File: config.mk
export PLATFORM = sky130hd
export DESIGN_NAME = chip8_fetch_decode_flat
export DESIGN_NICKNAME = d
export VERILOG_FILES = /design/src/rtl/chip8_fetch_decode_if.sv /design/src/rtl/chip8_fetch_decode.sv /design/src/flat_wrapper.sv
export SDC_FILE = /design/constraint.sdc
export NUM_CORES = 1
export LEC_CHECK = 0
export ABC_CLOCK_PERIOD_IN_PS = 1700
export BUFFER_PORTS_ARGS = -buffer_cell sky130_fd_sc_hd__clkbuf_2
export CORE_MARGIN = 2
export CORE_UTILIZATION = 47
export DETAILED_ROUTE_END_ITERATION = 7
export PLACE_DENSITY = 0.77
export SETUP_SLACK_MARGIN = 0.02
export SLEW_MARGIN = 20
export SYNTH_ARGS = -nofsm -noshare
export SYNTH_HDL_FRONTEND = slang
export SYNTH_SLANG_ARGS = --single-unit
File: constraint.sdc
create_clock -name clk -period 1.7 [get_ports clk]
set_input_delay 0 -clock clk [delete_from_list [all_inputs] [get_ports clk]]
set_output_delay 0 -clock clk [all_outputs]
set_load 0.01 [all_outputs]
File: src/rtl/chip8_fetch_decode_if.sv
// Fetch/decode bus bundle: program-memory read port, pc redirect from execute,
// and the decoded-instruction valid/ready channel toward execute.
interface chip8_fetch_decode_if #(
   parameter int unsigned ADDR_W = 12
);
   logic              mem_rd;
   logic [ADDR_W-1:0] mem_addr;
   logic [7:0]        mem_rdata;
   logic              redirect;
   logic [ADDR_W-1:0] redirect_addr;
   logic              out_valid;
   logic              out_ready;
   logic [ADDR_W-1:0] out_pc;
   logic [15:0]       out_opcode;
   logic [3:0]        out_leader;
   logic [3:0]        out_rx;
   logic [3:0]        out_ry;
   logic [3:0]        out_nibble;
   logic [7:0]        out_imm8;
   logic [ADDR_W-1:0] out_addr;
   logic [5:0]        out_op_id;
   logic              out_illegal;

   modport master (
      output mem_rd, mem_addr, out_valid, out_pc, out_opcode, out_leader, out_rx,
             out_ry, out_nibble, out_imm8, out_addr, out_op_id, out_illegal,
      input  mem_rdata, redirect, redirect_addr, out_ready
   );

   modport slave (
      input  mem_rd, mem_addr, out_valid, out_pc, out_opcode, out_leader, out_rx,
             out_ry, out_nibble, out_imm8, out_addr, out_op_id, out_illegal,
      output mem_rdata, redirect, redirect_addr, out_ready
   );
endinterface

File: src/rtl/chip8_fetch_decode.sv
// Chip8 fetch + decode: reads a big-endian opcode at pc over two cycles, classifies it
// and holds the registered instruction until execute takes it or redirects the pc.
module chip8_fetch_decode #(
   parameter int unsigned       ADDR_W    = 12,
   parameter logic [ADDR_W-1:0] PC_RESET  = ADDR_W'('h200),
   parameter bit                EXT_SCHIP = 1'b0
) (
   input logic                 clk,
   input logic                 rst,
   chip8_fetch_decode_if.master bus
);

   typedef enum logic [1:0] {F_HI, F_LO, CAP, VALID} state_e;

   function automatic logic [5:0] decode_op(input logic [15:0] op);
      logic [3:0] n;
      logic [7:0] kk;
      logic [5:0] id;
      n  = op[3:0];
      kk = op[7:0];
      id = 6'd0;
      case (op[15:12])
         4'h0: begin
            if (op == 16'h00E0)                                      id = 6'd1;
            else if (op == 16'h00EE)                                 id = 6'd2;
            else if (EXT_SCHIP && op[15:4] == 12'h00C)               id = 6'd36;
            // 00FB..00FF map onto consecutive ids 37..41
            else if (EXT_SCHIP && op[15:4] == 12'h00F && n >= 4'hB)  id = 6'd37 + {2'b00, n - 4'hB};
            else                                                     id = 6'd3;
         end
         4'h1: id = 6'd4;
         4'h2: id = 6'd5;
         4'h3: id = 6'd6;
         4'h4: id = 6'd7;
         4'h5: id = (n == 4'h0) ? 6'd8 : 6'd0;
         4'h6: id = 6'd9;
         4'h7: id = 6'd10;
         4'h8: begin
            if (n <= 4'h7)       id = 6'd11 + {2'b00, n};
            else if (n == 4'hE)  id = 6'd19;
         end
         4'h9: id = (n == 4'h0) ? 6'd20 : 6'd0;
         4'hA: id = 6'd21;
         4'hB: id = 6'd22;
         4'hC: id = 6'd23;
         4'hD: id = 6'd24;
         4'hE: begin
            if (kk == 8'h9E)       id = 6'd25;
            else if (kk == 8'hA1)  id = 6'd26;
         end
         4'hF: begin
            case (kk)
               8'h07:   id = 6'd27;
               8'h0A:   id = 6'd28;
               8'h15:   id = 6'd29;
               8'h18:   id = 6'd30;
               8'h1E:   id = 6'd31;
               8'h29:   id = 6'd32;
               8'h33:   id = 6'd33;
               8'h55:   id = 6'd34;
               8'h65:   id = 6'd35;
               8'h30:   id = EXT_SCHIP ? 6'd42 : 6'd0;
               8'h75:   id = EXT_SCHIP ? 6'd43 : 6'd0;
               8'h85:   id = EXT_SCHIP ? 6'd44 : 6'd0;
               default: id = 6'd0;
            endcase
         end
      endcase
      return id;
   endfunction

   state_e            state_q, state_d;
   logic [ADDR_W-1:0] pc_q, pc_d;
   logic [7:0]        hi_q, hi_d;
   logic              valid_q, valid_d;
   logic [ADDR_W-1:0] out_pc_q;
   logic [15:0]       op_q;
   logic [5:0]        op_id_q;
   logic              illegal_q;

   logic              capture;
   logic              rd_en;
   logic [ADDR_W-1:0] rd_addr;
   logic [15:0]       cap_op;
   logic [5:0]        cap_id;

   assign cap_op = {hi_q, bus.mem_rdata};
   assign cap_id = decode_op(cap_op);

   always_comb begin
      state_d = state_q;
      pc_d    = pc_q;
      hi_d    = hi_q;
      valid_d = valid_q;
      capture = 1'b0;
      rd_en   = 1'b0;
      rd_addr = pc_q;
      case (state_q)
         F_HI: begin
            rd_en   = 1'b1;
            state_d = F_LO;
         end
         F_LO: begin
            hi_d    = bus.mem_rdata;
            rd_en   = 1'b1;
            rd_addr = pc_q + ADDR_W'(1);
            state_d = CAP;
         end
         CAP: begin
            capture = 1'b1;
            valid_d = 1'b1;
            state_d = VALID;
         end
         VALID: begin
            if (bus.out_ready) begin
               valid_d = 1'b0;
               pc_d    = pc_q + ADDR_W'(2);
               state_d = F_HI;
            end
         end
         default: state_d = F_HI;
      endcase
      // A redirect overrides everything, including a same-cycle handshake or capture
      if (bus.redirect) begin
         pc_d    = bus.redirect_addr;
         state_d = F_HI;
         valid_d = 1'b0;
         capture = 1'b0;
      end
   end

   always_ff @(posedge clk or posedge rst) begin
      if (rst) begin
         state_q   <= F_HI;
         pc_q      <= PC_RESET;
         hi_q      <= 8'h00;
         valid_q   <= 1'b0;
         out_pc_q  <= '0;
         op_q      <= 16'h0000;
         op_id_q   <= 6'd0;
         illegal_q <= 1'b0;
      end else begin
         state_q <= state_d;
         pc_q    <= pc_d;
         hi_q    <= hi_d;
         valid_q <= valid_d;
         if (capture) begin
            out_pc_q  <= pc_q;
            op_q      <= cap_op;
            op_id_q   <= cap_id;
            illegal_q <= (cap_id == 6'd0);
         end
      end
   end

   assign bus.mem_rd      = rd_en;
   assign bus.mem_addr    = rd_addr;
   assign bus.out_valid   = valid_q;
   assign bus.out_pc      = out_pc_q;
   assign bus.out_opcode  = op_q;
   assign bus.out_leader  = op_q[15:12];
   assign bus.out_rx      = op_q[11:8];
   assign bus.out_ry      = op_q[7:4];
   assign bus.out_nibble  = op_q[3:0];
   assign bus.out_imm8    = op_q[7:0];
   assign bus.out_addr    = ADDR_W'(op_q[11:0]);
   assign bus.out_op_id   = op_id_q;
   assign bus.out_illegal = illegal_q;

endmodule

File: src/flat_wrapper.sv
// flat-port wrapper written by rule: the top's interface ports become plain ports
module chip8_fetch_decode_flat 
#(
   parameter int unsigned       ADDR_W    = 12,
   parameter logic [ADDR_W-1:0] PC_RESET  = ADDR_W'('h200),
   parameter bit                EXT_SCHIP = 1'b0
)
  (clk, rst, bus_mem_rd, bus_mem_addr, bus_out_valid, bus_out_pc, bus_out_opcode, bus_out_leader, bus_out_rx, bus_out_ry, bus_out_nibble, bus_out_imm8, bus_out_addr, bus_out_op_id, bus_out_illegal, bus_mem_rdata, bus_redirect, bus_redirect_addr, bus_out_ready);
  chip8_fetch_decode_if #(.ADDR_W(ADDR_W)) bus_i ();
  input logic clk;
  input logic rst;
  output wire logic [$bits(bus_i.mem_rd)-1:0] bus_mem_rd;
  output wire logic [$bits(bus_i.mem_addr)-1:0] bus_mem_addr;
  output wire logic [$bits(bus_i.out_valid)-1:0] bus_out_valid;
  output wire logic [$bits(bus_i.out_pc)-1:0] bus_out_pc;
  output wire logic [$bits(bus_i.out_opcode)-1:0] bus_out_opcode;
  output wire logic [$bits(bus_i.out_leader)-1:0] bus_out_leader;
  output wire logic [$bits(bus_i.out_rx)-1:0] bus_out_rx;
  output wire logic [$bits(bus_i.out_ry)-1:0] bus_out_ry;
  output wire logic [$bits(bus_i.out_nibble)-1:0] bus_out_nibble;
  output wire logic [$bits(bus_i.out_imm8)-1:0] bus_out_imm8;
  output wire logic [$bits(bus_i.out_addr)-1:0] bus_out_addr;
  output wire logic [$bits(bus_i.out_op_id)-1:0] bus_out_op_id;
  output wire logic [$bits(bus_i.out_illegal)-1:0] bus_out_illegal;
  input wire logic [$bits(bus_i.mem_rdata)-1:0] bus_mem_rdata;
  input wire logic [$bits(bus_i.redirect)-1:0] bus_redirect;
  input wire logic [$bits(bus_i.redirect_addr)-1:0] bus_redirect_addr;
  input wire logic [$bits(bus_i.out_ready)-1:0] bus_out_ready;
  assign bus_mem_rd = bus_i.mem_rd;
  assign bus_mem_addr = bus_i.mem_addr;
  assign bus_out_valid = bus_i.out_valid;
  assign bus_out_pc = bus_i.out_pc;
  assign bus_out_opcode = bus_i.out_opcode;
  assign bus_out_leader = bus_i.out_leader;
  assign bus_out_rx = bus_i.out_rx;
  assign bus_out_ry = bus_i.out_ry;
  assign bus_out_nibble = bus_i.out_nibble;
  assign bus_out_imm8 = bus_i.out_imm8;
  assign bus_out_addr = bus_i.out_addr;
  assign bus_out_op_id = bus_i.out_op_id;
  assign bus_out_illegal = bus_i.out_illegal;
  assign bus_i.mem_rdata = bus_mem_rdata;
  assign bus_i.redirect = bus_redirect;
  assign bus_i.redirect_addr = bus_redirect_addr;
  assign bus_i.out_ready = bus_out_ready;
  chip8_fetch_decode #(.ADDR_W(ADDR_W), .PC_RESET(PC_RESET), .EXT_SCHIP(EXT_SCHIP)) u_core (.clk(clk), .rst(rst), .bus(bus_i));
endmodule
==> flow_summary_export.csv <==
group,metric,value,unit
run_status,status,"complete, but fails checks",
min_path,hp-class,"input port to flip-flop",
finish,syn_to_final_growth,37.9,%
cts,cts_tree,"yes",
sta,hold_viol_final,0,
floorplanning,die-height,91.2,um
sta,setup_viol,11,
cts,clock_latency,0.33,ns
floorplanning,io_pins,109,
pwr,p_switching,2.43,mW
finish,n_antenna_cell,0,
pwr,vdd_drop_max,0.807,mV
floorplanning,start_util,49.0,%
pwr,internal-power,3.80,mW
pwr,switching_share,39.0,%
worst_setup_path,startpoint_type,"flip-flop",
yosys,syn_nets,450,
sta,finalMaxSlewViolations,0,
floorplanning,die_x,91.2,um
yosys,synth_edf_count,0,
yosys,seq_area_frac_synth,40.7,%
floorplanning,dieArea,8320,um2
sta,post-route-period-util,110,%
sta,max_freq,533,MHz
cts,cts_sinks,58,
yosys,ys.warnings.count,0,
sta,rsz0062_at_grt,"yes",
cts,cts-root-buf,"clkbuf_8",
yosys,yosysTopAreaCell,"dfrtp_1",
placed_design,dp.cells,601,
worst_setup_path,path_class,"flip-flop to output port",
detailed_routing,routedWlPerCell,16.1,um
yosys,synth.area.top_cells,"dfrtp_1, nand2_1, buf_4, ha_1, o21ai_0",
global_route,grt_pass1_wl,16.7,mm
worst_setup_path,crit_path_end_kind,"output port",
finish,drive_above_1_share,45.1,%
job,drv_cap,0,
yosys,yosys-top-cells-count,"nand2_1, dfrtp_1, buf_4",
sta,fin_worst_skew,0.00756,ns
pwr,combPwrFrac,43.2,%
yosys,synth_top_area_share,39.9,%
sta,postLayoutSetupSlackWorst,-0.176,ns
yosys,synthArstFlopShare,100,%
floorplanning,row_count,31,
finish,fin_cells,649,
sta,tns,-1.06,ns
run_status,violations,"negative setup slack",
detailed_routing,drtPass1Iterations,5,
yosys,synth_seq_cells,58,
sta,worst_pin_slew,0.453,ns
worst_setup_path,crit_required,1.70,ns
detailed_routing,antenna_left,0,
pwr,clock_power_share,20.7,%
global_route,grt_max_degree,39,
worst_setup_path,cp_max_fo,3,
detailed_routing,drt_wl_total,10.4,mm
floorplanning,fp.coreArea,7290,um2
yosys,synth_area_per_cell,8.61,um2
detailed_routing,viasPerCell,5.35,
yosys,yosys.cell_count.top_type,"nand2_1",
global_route,grt_pass1_vias,3325,
detailed_routing,vias,3474,
placed_design,hpwlAfterDp,6.78,mm
finish,layout.nets,580,
placed_design,gp_routability_congestion,0.891,
cts,htreeDepth,3,
global_route,grt_overflow,0,
yosys,synth_flop_cell,"dfrtp_1",
pwr,leakage,2.40,nW
detailed_routing,drt_iter0_drc,212,
yosys,syn_area,3570,um2
global_route,grt_antenna_before_repair,0,
pwr,power.share.sequential,36.1,%
cts,cts_buffers,9,
pwr,power.density,1260,nW/um2
sta,slew_headroom,69.8,%
sta,period_minus_slack,1.88,ns
global_route,grt_usage,25.1,%
worst_setup_path,crit_arrival,1.88,ns
cts,clockBufferDepth,2,
detailed_routing,drc_errors,0,
yosys,synth_cell_types,54,
yosys,synthCells,415,
cts,clk_pin_slew,0.07,ns
placed_design,io_buffer_count,108,
-- layout make-up --
cell class,instances,area [um2]
Fill cell,592,2360
Multi-Input combinational cell,286,1930
Sequential cell,58,1460
Timing Repair Buffer,182,1180
Clock buffer,10,138
Tap cell,99,124
Clock inverter,6,66.3
Inverter,8,30.0
-- state kept, by name (all words and copies together) (netlist names) --
register and count:
u_core.bus.out_pc 12, u_core.bus.out_illegal 1, u_core.bus.out_valid 1, u_core.pc_q 12, u_core.hi_q 8, u_core.state_q 2
u_core.bus.out_opcode 16, u_core.bus.out_op_id 6
-- stage by stage --
step | worst slack (ns) | power [mW] | instance area (um2) | hold WS, ns | utilization [%]
4_1_cts | -0.0873 | 6.14 | 4780 | 0.000902 | 65.6
6_report | -0.176 | 6.23 | 4930 | 0.0201 | 67.6
3_5_place_dp | -0.222 | 4.68 | 4180 | 0.0286 | 57.4
2_1_floorplan | 0.0262 | 3.99 | 3570 | 0.105 | -
3_3_place_gp | -0.110 | 4.64 | 4180 | 0.0270 | 57.4
5_1_grt | -0.232 | 6.63 | 4930 | 0.0439 | 67.6
-- critical path, cell delays in order, from the launching register on --
cell	delay, ns
dfrtp_1	0.39
buf_6	0.12
ha_4	0.14
nand3_4	0.10
or2_4	0.29
nor2_4	0.10
xor2_1	0.23
buf_2	0.18
-- cells in the final DEF, fill, tap and decap left out, types with 4 or more instances in the layout --
cell | netlist | final
inv_1 | 8 | 6
nand2_1 | 108 | 108
buf_6 | 1 | 7
nor2_2 | 0 | 5
xnor2_1 | 12 | 11
nor2b_1 | 5 | 4
a21oi_1 | 5 | 4
dlygate4sd3_1 | 0 | 14
o21ai_0 | 26 | 21
buf_4 | 38 | 51
mux2_2 | 10 | 10
clkbuf_8 | 0 | 10
nand2b_1 | 5 | 4
nand4_1 | 8 | 8
o21ai_1 | 1 | 4
clkbuf_2 | 0 | 100
xor2_1 | 12 | 12
ha_1 | 11 | 7
buf_2 | 6 | 8
dfrtp_1 | 57 | 54
nand3_1 | 16 | 13
nor2_1 | 21 | 13
-- power by group through the flow --
stage               Combinational, mW  Sequential, mW  Clock (mW)
detailed placement               2.44            2.24           0
global route                     2.93            2.32        1.39
global placement                 2.41            2.23           0
floorplan                        1.62            2.36           0
CTS                              2.58            2.24        1.32
finish                           2.69            2.25        1.29
-- what timing repair did --
action                                  4_1_cts  5_1_grt
buffers inserted                             11        9
pin swaps                                    14        9
endpoints found under the setup margin       16       20
hold buffers                                 14        0
gates resized for setup                      41       29
endpoints found under the hold margin        33        0
-- kinds of logic (layout without fill, tap and decap cells) --
group,count (synthesis),after routing,synth area share (%)
and+or+nand+nor,185,185,23.8
AOI/OAI and AO/OA,53,53,9.84
muxes,13,13,4.03
DFF,58,58,40.7
buffers and inverters,71,206,12.0
adders and majority gates,11,11,3.85
xor gates and xnor gates,24,24,5.88
-- routing by layer --
| layer | share of wire (%) | wire length (um) | global-route usage (%) |
|---|---|---|---|
| met1 | 42 | 4380 | 32.5 |
| met2 | 49 | 5070 | 41.6 |
| met3 | 5.8 | 601 | 3.98 |
| met4 | 3.7 | 383 | 10.7 |
| met5 | 0 | 0 | 0 |
-- path summary, 6_finish.rpt --
check                                      from                       end  slack [ns]  depth (start not counted)
max in group asynchronous                   rst            u_core.pc_q[9]        0.88                          4
hold reg to reg            u_core.bus.out_pc[6]      u_core.bus.out_pc[6]        0.48                          2
setup reg to reg                 u_core.hi_q[4]    u_core.bus.out_illegal       -0.09                          8
min in group asynchronous                   rst      u_core.bus.out_pc[9]        0.21                          3
setup / recovery                 u_core.pc_q[1]           bus_mem_addr[7]       -0.18                          7
hold / removal                 bus_mem_rdata[4]  u_core.bus.out_opcode[4]        0.02                          3
(Power assumes the default switching activity.)
